--- src/rtl/flow_control_pkg.sv ---
// flow_control_pkg: shared definitions for the control word executor.
//   - control word field bit positions (55-bit word from the decoders)
//   - load_src encodings and executor state encoding
//   - decoded control word struct plus the subset latched for execution
//   - DATA_W default
package flow_control_pkg;

    localparam int DATA_W_DEF = 16;
    localparam int NUM_REGS   = 16;
    localparam int CW_W       = 55;

    // Field bit positions (LSB of multi-bit fields)
    localparam int CW_PC_INC       = 54;
    localparam int CW_ALU_OP_LSB   = 50;
    localparam int CW_A_ALT_LSB    = 34;
    localparam int CW_B_ALT_LSB    = 18;
    localparam int CW_A_SEL_LSB    = 14;
    localparam int CW_B_SEL_LSB    = 10;
    localparam int CW_A_SRC        = 9;
    localparam int CW_B_SRC        = 8;
    localparam int CW_OUT_SEL_LSB  = 4;
    localparam int CW_LOAD_SRC_LSB = 2;
    localparam int CW_STORE_MEM    = 1;
    localparam int CW_STORE_STK    = 0;

    typedef enum logic [1:0] {
        LD_ALU = 2'b00,
        LD_MEM = 2'b01,
        LD_NOP = 2'b10,
        LD_STK = 2'b11
    } load_src_e;

    typedef enum logic [1:0] {
        ST_IDLE = 2'd0,
        ST_EXEC = 2'd1,
        ST_MEM  = 2'd2,
        ST_WB   = 2'd3
    } exec_state_e;

    typedef struct packed {
        logic        pc_inc;
        logic [3:0]  alu_op;
        logic [15:0] a_altern;
        logic [15:0] b_altern;
        logic [3:0]  a_sel;
        logic [3:0]  b_sel;
        logic        a_src;
        logic        b_src;
        logic [3:0]  out_sel;
        logic [1:0]  load_src;
        logic        store_mem;
        logic        store_stk;
    } cw_t;

    // Fields still needed after the operands have been issued to the ALU
    typedef struct packed {
        logic        pc_inc;
        logic [3:0]  out_sel;
        logic [1:0]  load_src;
        logic        store_mem;
        logic        store_stk;
    } exec_t;

    function automatic cw_t decode_cw(input logic [CW_W-1:0] w);
        cw_t d;
        d.pc_inc    = w[CW_PC_INC];
        d.alu_op    = w[CW_ALU_OP_LSB +: 4];
        d.a_altern  = w[CW_A_ALT_LSB +: 16];
        d.b_altern  = w[CW_B_ALT_LSB +: 16];
        d.a_sel     = w[CW_A_SEL_LSB +: 4];
        d.b_sel     = w[CW_B_SEL_LSB +: 4];
        d.a_src     = w[CW_A_SRC];
        d.b_src     = w[CW_B_SRC];
        d.out_sel   = w[CW_OUT_SEL_LSB +: 4];
        d.load_src  = w[CW_LOAD_SRC_LSB +: 2];
        d.store_mem = w[CW_STORE_MEM];
        d.store_stk = w[CW_STORE_STK];
        return d;
    endfunction

endpackage

--- src/rtl/cw_register_file.sv ---
// cw_register_file: 16 x DATA_W register file for the executor.
//   clock, reset_n        : clock, async active-low reset (clears all regs)
//   rd_a_*, rd_b_*        : two combinational read ports
//   wr_en/wr_addr/wr_data : single write port, written on the rising edge
//   dbg_sel/dbg_data      : combinational debug read port
module cw_register_file
    import flow_control_pkg::*;
#(
    parameter int DATA_W = DATA_W_DEF
) (
    input  logic              clock,
    input  logic              reset_n,
    input  logic [3:0]        rd_a_addr,
    output logic [DATA_W-1:0] rd_a_data,
    input  logic [3:0]        rd_b_addr,
    output logic [DATA_W-1:0] rd_b_data,
    input  logic              wr_en,
    input  logic [3:0]        wr_addr,
    input  logic [DATA_W-1:0] wr_data,
    input  logic [3:0]        dbg_sel,
    output logic [DATA_W-1:0] dbg_data
);

    logic [NUM_REGS-1:0][DATA_W-1:0] regs;

    always_ff @(posedge clock or negedge reset_n) begin
        if (!reset_n) begin
            regs <= '0;
        end else if (wr_en) begin
            regs[wr_addr] <= wr_data;
        end
    end

    // Reads see the pre-write value during the write cycle
    assign rd_a_data = regs[rd_a_addr];
    assign rd_b_data = regs[rd_b_addr];
    assign dbg_data  = regs[dbg_sel];

endmodule

--- src/rtl/control_word_executor.sv ---
// control_word_executor: sequences one 55-bit control word per handshake
// through IDLE -> EXEC -> (MEM) -> WB -> IDLE.
//   clock, reset_n          : clock, async active-low reset
//   control_word, cw_valid  : input word and valid; cw_ready high in IDLE
//   alu_op, alu_a, alu_b    : operands to the external ALU, alu_result back
//   mem_*                   : memory/stack bus, mem_req held until mem_ack
//   pc_advance              : one-cycle pulse in WB when pc_inc is set
//   bus_error               : sticky bus timeout flag
//   dbg_sel, dbg_data       : debug register read
// Optional feature macro: CW_EXECUTOR_MEM_TIMEOUT_EN enables the MEM wait
// timeout (TIMEOUT_CYCLES); without it MEM waits forever and bus_error is 0.
module control_word_executor
    import flow_control_pkg::*;
#(
    parameter int DATA_W         = DATA_W_DEF,
    parameter int TIMEOUT_CYCLES = 255
) (
    input  logic              clock,
    input  logic              reset_n,
    input  logic [CW_W-1:0]   control_word,
    input  logic              cw_valid,
    output logic              cw_ready,
    output logic [3:0]        alu_op,
    output logic [DATA_W-1:0] alu_a,
    output logic [DATA_W-1:0] alu_b,
    input  logic [DATA_W-1:0] alu_result,
    output logic              mem_req,
    output logic              mem_we,
    output logic              mem_space,
    output logic [DATA_W-1:0] mem_addr,
    output logic [DATA_W-1:0] mem_wdata,
    input  logic [DATA_W-1:0] mem_rdata,
    input  logic              mem_ack,
    output logic              pc_advance,
    output logic              bus_error,
    input  logic [3:0]        dbg_sel,
    output logic [DATA_W-1:0] dbg_data
);

    exec_state_e       state;
    cw_t               cw_in;
    exec_t             cw_q;
    logic [3:0]        rd_a_addr;
    logic [DATA_W-1:0] rd_a_data, rd_b_data;
    logic [DATA_W-1:0] res_q, rdata_q;
    logic              is_store, to_mem, wr_en, wr_block;
    logic [DATA_W-1:0] wr_data;

    assign cw_in = decode_cw(control_word);

    always_comb begin
        // Port A serves operand A at accept time, then the store data in EXEC
        rd_a_addr = (state == ST_IDLE) ? cw_in.a_sel : cw_q.out_sel;
        is_store  = cw_q.store_mem | cw_q.store_stk;
        to_mem    = is_store | (cw_q.load_src == LD_MEM) | (cw_q.load_src == LD_STK);
        wr_en     = (state == ST_WB) && !is_store && (cw_q.load_src != LD_NOP) && !wr_block;
        wr_data   = (cw_q.load_src == LD_ALU) ? res_q : rdata_q;
    end

`ifdef CW_EXECUTOR_MEM_TIMEOUT_EN
    localparam int CNT_W = ($clog2(TIMEOUT_CYCLES + 1) > 8) ? $clog2(TIMEOUT_CYCLES + 1) : 8;
    logic [CNT_W-1:0] mem_cnt;
    logic             timed_out;
    assign wr_block = timed_out;
`else
    assign wr_block  = 1'b0;
    assign bus_error = 1'b0;
`endif

    always_ff @(posedge clock or negedge reset_n) begin
        if (!reset_n) begin
            state      <= ST_IDLE;
            cw_q       <= '0;
            cw_ready   <= 1'b1;
            alu_op     <= '0;
            alu_a      <= '0;
            alu_b      <= '0;
            mem_req    <= 1'b0;
            mem_we     <= 1'b0;
            mem_space  <= 1'b0;
            mem_addr   <= '0;
            mem_wdata  <= '0;
            pc_advance <= 1'b0;
            res_q      <= '0;
            rdata_q    <= '0;
`ifdef CW_EXECUTOR_MEM_TIMEOUT_EN
            mem_cnt    <= '0;
            timed_out  <= 1'b0;
            bus_error  <= 1'b0;
`endif
        end else begin
            pc_advance <= 1'b0;
            case (state)
                ST_IDLE: begin
                    if (cw_valid) begin
                        cw_q     <= '{cw_in.pc_inc, cw_in.out_sel, cw_in.load_src,
                                      cw_in.store_mem, cw_in.store_stk};
                        alu_op   <= cw_in.alu_op;
                        alu_a    <= cw_in.a_src ? DATA_W'(cw_in.a_altern) : rd_a_data;
                        alu_b    <= cw_in.b_src ? DATA_W'(cw_in.b_altern) : rd_b_data;
                        cw_ready <= 1'b0;
                        state    <= ST_EXEC;
`ifdef CW_EXECUTOR_MEM_TIMEOUT_EN
                        timed_out <= 1'b0;
`endif
                    end
                end
                ST_EXEC: begin
                    res_q <= alu_result;
                    if (to_mem) begin
                        mem_req   <= 1'b1;
                        mem_we    <= is_store;
                        // store_stk wins when both store bits are set
                        mem_space <= is_store ? cw_q.store_stk : (cw_q.load_src == LD_STK);
                        mem_addr  <= alu_result;
                        mem_wdata <= rd_a_data;
                        state     <= ST_MEM;
`ifdef CW_EXECUTOR_MEM_TIMEOUT_EN
                        mem_cnt   <= '0;
`endif
                    end else begin
                        pc_advance <= cw_q.pc_inc;
                        state      <= ST_WB;
                    end
                end
                ST_MEM: begin
                    if (mem_ack) begin
                        rdata_q    <= mem_rdata;
                        mem_req    <= 1'b0;
                        pc_advance <= cw_q.pc_inc;
                        state      <= ST_WB;
                    end
`ifdef CW_EXECUTOR_MEM_TIMEOUT_EN
                    // Counter holds the number of completed MEM cycles minus one
                    else if (mem_cnt == CNT_W'(TIMEOUT_CYCLES - 1)) begin
                        mem_req    <= 1'b0;
                        bus_error  <= 1'b1;
                        timed_out  <= 1'b1;
                        pc_advance <= cw_q.pc_inc;
                        state      <= ST_WB;
                    end else begin
                        mem_cnt <= mem_cnt + 1'b1;
                    end
`endif
                end
                ST_WB: begin
                    cw_ready <= 1'b1;
                    state    <= ST_IDLE;
                end
                default: state <= ST_IDLE;
            endcase
        end
    end

    cw_register_file #(.DATA_W(DATA_W)) u_rf (
        .clock     (clock),
        .reset_n   (reset_n),
        .rd_a_addr (rd_a_addr),
        .rd_a_data (rd_a_data),
        .rd_b_addr (cw_in.b_sel),
        .rd_b_data (rd_b_data),
        .wr_en     (wr_en),
        .wr_addr   (cw_q.out_sel),
        .wr_data   (wr_data),
        .dbg_sel   (dbg_sel),
        .dbg_data  (dbg_data)
    );

endmodule

--- config.mk ---
export PLATFORM = sky130hd
export DESIGN_NAME = control_word_executor
export DESIGN_NICKNAME = d
export VERILOG_FILES = /design/src/rtl/flow_control_pkg.sv /design/src/rtl/cw_register_file.sv /design/src/rtl/control_word_executor.sv
export SDC_FILE = /design/constraint.sdc
export NUM_CORES = 1
export LEC_CHECK = 0
export CELL_PAD_IN_SITES_DETAIL_PLACEMENT = 1
export CELL_PAD_IN_SITES_GLOBAL_PLACEMENT = 2
export CORE_UTILIZATION = 35
export CTS_CLUSTER_SIZE = 24
export DETAILED_ROUTE_END_ITERATION = 8
export PLACE_DENSITY = 0.73
export SYNTH_ARGS = -nofsm -noshare
export SYNTH_HDL_FRONTEND = slang
export SYNTH_SLANG_ARGS = --single-unit
export TNS_END_PERCENT = 30
--- constraint.sdc ---
create_clock -name clock -period 9.05 [get_ports clock]
set_clock_uncertainty 0.1 [all_clocks]
set_input_delay 1.81 -clock clock [delete_from_list [all_inputs] [get_ports clock]]
set_output_delay 1.81 -clock clock [all_outputs]
set_load 0.05 [all_outputs]
==> results.tsv <==
metric	value	unit
clkSinkCount	372	
hold_path_class	reg2reg	
diodes	0	
synth-seq-cells	372	
rsz0062_at_grt	no	
fillCellCount	5811	
ant_nets	0	
synth_nets	1770	
crit_required	7.14	ns
synthCells	1670	
ir_drop	0.249	mV
ioPinCount	185	
status	finished, final reports clean	
whs	0.378	ns
drv_slew	0	
syn2layout_area_growth	20.4	%
syn_area	0.0198	mm^2
leakagePower	0.0102	uW
drt_first_iter_violations	999	
synthArstFlopShare	1.00	
grt_pass1_wl	105	mm
core_area	0.0554	mm^2
multi_input_area	0.00985	mm^2
ctsHoldBuffers	0	
end_kind	output port	
setup_tns	0	ns
avgViaCountPerCell	5.79	
crit_chain	buf_2 -> buf_4 -> mux4_2 -> mux4_2 -> clkdlybuf4s50_1	
gp_congestion	0.816	
synth-simple-area-share	0.0862	
min_period_over_period	0.753	
startpoint_type	input pin	
dpl.hpwl	45.1	mm
die_w	240	um
root_buffer	clkbuf_16	
drc	0	
dr.pass1.iters	5	
clk_pin_slew_worst_paths	0.05	ns
synth.distinct_cells	40	
grt_usage	0.249	
cts_tree	built	
io_buffers	183	
clockBufferDepth	3	
die_h	240	um
ys.flop_type	dfrtp_1	
cap_violations	0	
synth.avg_cell_area	11.8	um^2
die_area	0.0574	mm^2
h-tree-depth	2	
final_layout_size_suffix_gt1_frac	0.207	
yosys.area_share.adder	0.00317	
cp_max_fo	36	
wl_per_cell	27.2	um
cts_resized	0	
ys_seq_area_frac	0.471	
grt_max_degree	158	
worstSetupPathType	in2out	
vias	15000	
clkLatencyLatePin	0.58	ns
grt_pass1_vias	15700	
regArea	0.00931	mm^2
cts_setup_buffers	0	
synthMuxAreaShare	0.304	
synth_compound_gate_area_share	0.103	
nNetsFinal	1901	
synth_xor_area_frac	0	
setup_viol	0	
cpPeakStageDelay	0.81	ns
period_minus_slack	6.82	ns
worstMarginPinSlew	1.17	ns
slew_headroom	0.218	
ys_warn_count	0	
synth-edff-count	0	
initial_utilization	0.357	
hold_viol	0	
synth_top_family_by_area	multiplexers	
routed_wl	70.2	mm
overflow	0	
rows	86	
cts_buffers	43	
critPathSlowestCell	buf_2	
antenna_found_initial	0	
crit_top_cell	mux4_2	
power.density	381	mW/mm^2
fmax	147	MHz
arrival	4.91	ns
## per-stage QoR
step | total power [uW] | std cells | util | worst slack (ns) | area (um^2)
6_report | 9070 | 2583 | 0.429 | 2.23 | 23800
3_5_place_dp | 7280 | 2503 | 0.403 | 2.20 | 22300
4_1_cts | 9120 | 2582 | 0.429 | 2.21 | 23800
2_1_floorplan | 5690 | 1670 | - | 3.39 | 19800
3_3_place_gp | 7130 | 2503 | 0.403 | 2.27 | 22300
5_1_grt | 9550 | 2583 | 0.429 | 2.08 | 23800
## final timing paths
check                      slack (ns)  cells past startpoint       endpoint       start
max                              2.23                      5    dbg_data[0]  dbg_sel[1]
min                              0.38                      2      alu_op[0]   alu_op[0]
max reg2reg                      5.02                      8       alu_a[9]    state[0]
min reg2reg                      0.38                      2      alu_op[0]   alu_op[0]
max in group asynchronous        6.32                      2     pc_advance     reset_n
min in group asynchronous        1.09                      1  u_rf.regs[12]     reset_n
## layer usage
| metal | wire length, um | up-vias | GRT usage |
|---|---|---|---|
| met5 | 0 | - | 0 |
| met4 | 2430 | 0 | 0.0880 |
| met3 | 3720 | 152 | 0.0406 |
| met2 | 34100 | 452 | 0.413 |
| met1 | 30000 | 7870 | 0.330 |
| li1 | - | 6479 | - |
## critical path: cells and delay by family
family,cells,cell delay (ns)
mux,2,0.95
buf+inv,3,2.12
## logic make-up (layout without fill, tap and decap cells)
family                   after synthesis  in the layout
AO/OA/AOI/OAI                        368            368
other                                  1              1
multiplexers                         380            380
flip-flops                           372            372
adder cells (fa/ha/maj)                5              5
AND/OR/NAND/NOR                      390            390
buffers and inverters                154            319
## area by class of cell
cell class / count / area share
repair buffers: 236 / 0.0944
multi-input cells: 1144 / 0.414
clock inverters: 14 / 0.00684
flip-flops and latches: 372 / 0.391
clock buffers: 65 / 0.0533
inverters: 4 / 0.000631
well taps: 748 / 0.0393
## cell usage in the layout (no fill, tap or decap), types with 8 or more instances in the layout
master           Yosys  final
or4_1               13     13
a21oi_1             18     18
nand4b_1             8      8
clkdlybuf4s50_1      0    178
mux4_2             169    169
o21ai_0            261    261
o22ai_1             55     55
nand2_1            302    302
clkbuf_1            91     11
clkbuf_16            0     43
mux2i_1            145    140
dfrtp_1            371    371
a221o_1             16     16
and3_1              17     17
clkbuf_8             0     11
mux2_2              65     65
nor2_1              21     20
buf_4                2     53
## power breakdown
| group | switching, uW | internal [uW] | leakage [uW] |
|---|---|---|---|
| registers | 688 | 2380 | 0.00488 |
| clock network | 744 | 1060 | 0.000706 |
| logic | 2450 | 1750 | 0.00464 |
## synth_stat cells (all sizes together) (2+ instances only)
master   instances  area [um^2]
a211o            3         26.3
a21oi           18         90.1
a221o           16          160
a22o             4         35.0
and2             2         12.5
and3            17          106
and3b            3         26.3
buf             59          275
clkbuf          91          342
dfrtp          371         9280
ha               5         62.6
inv              4         15.0
mux2            66          747
mux2i          145         1450
mux4           169         3810
nand2          302         1130
nand2b           2         12.5
nand4            4         25.0
nand4b           8         70.1
nand4bb          4         45.0
nor2            21         78.8
nor2b            4         25.0
nor3             3         15.0
nor3b            3         22.5
o21ai          269         1370
o22ai           55          344
or2              3         18.8
or4             13         97.6
## sequential cells by signal (all words and copies together) (netlist names)
signal / count
cw_q: 9
res_q: 16
rdata_q: 16
mem_wdata: 16
alu_b: 16
cw_ready: 1
u_rf.regs: 256
state: 2
alu_a: 16
alu_op: 4
mem_space: 1
pc_advance: 1
mem_req: 1
mem_we: 1
mem_addr: 16
Power figures use the tool's default switching activity.
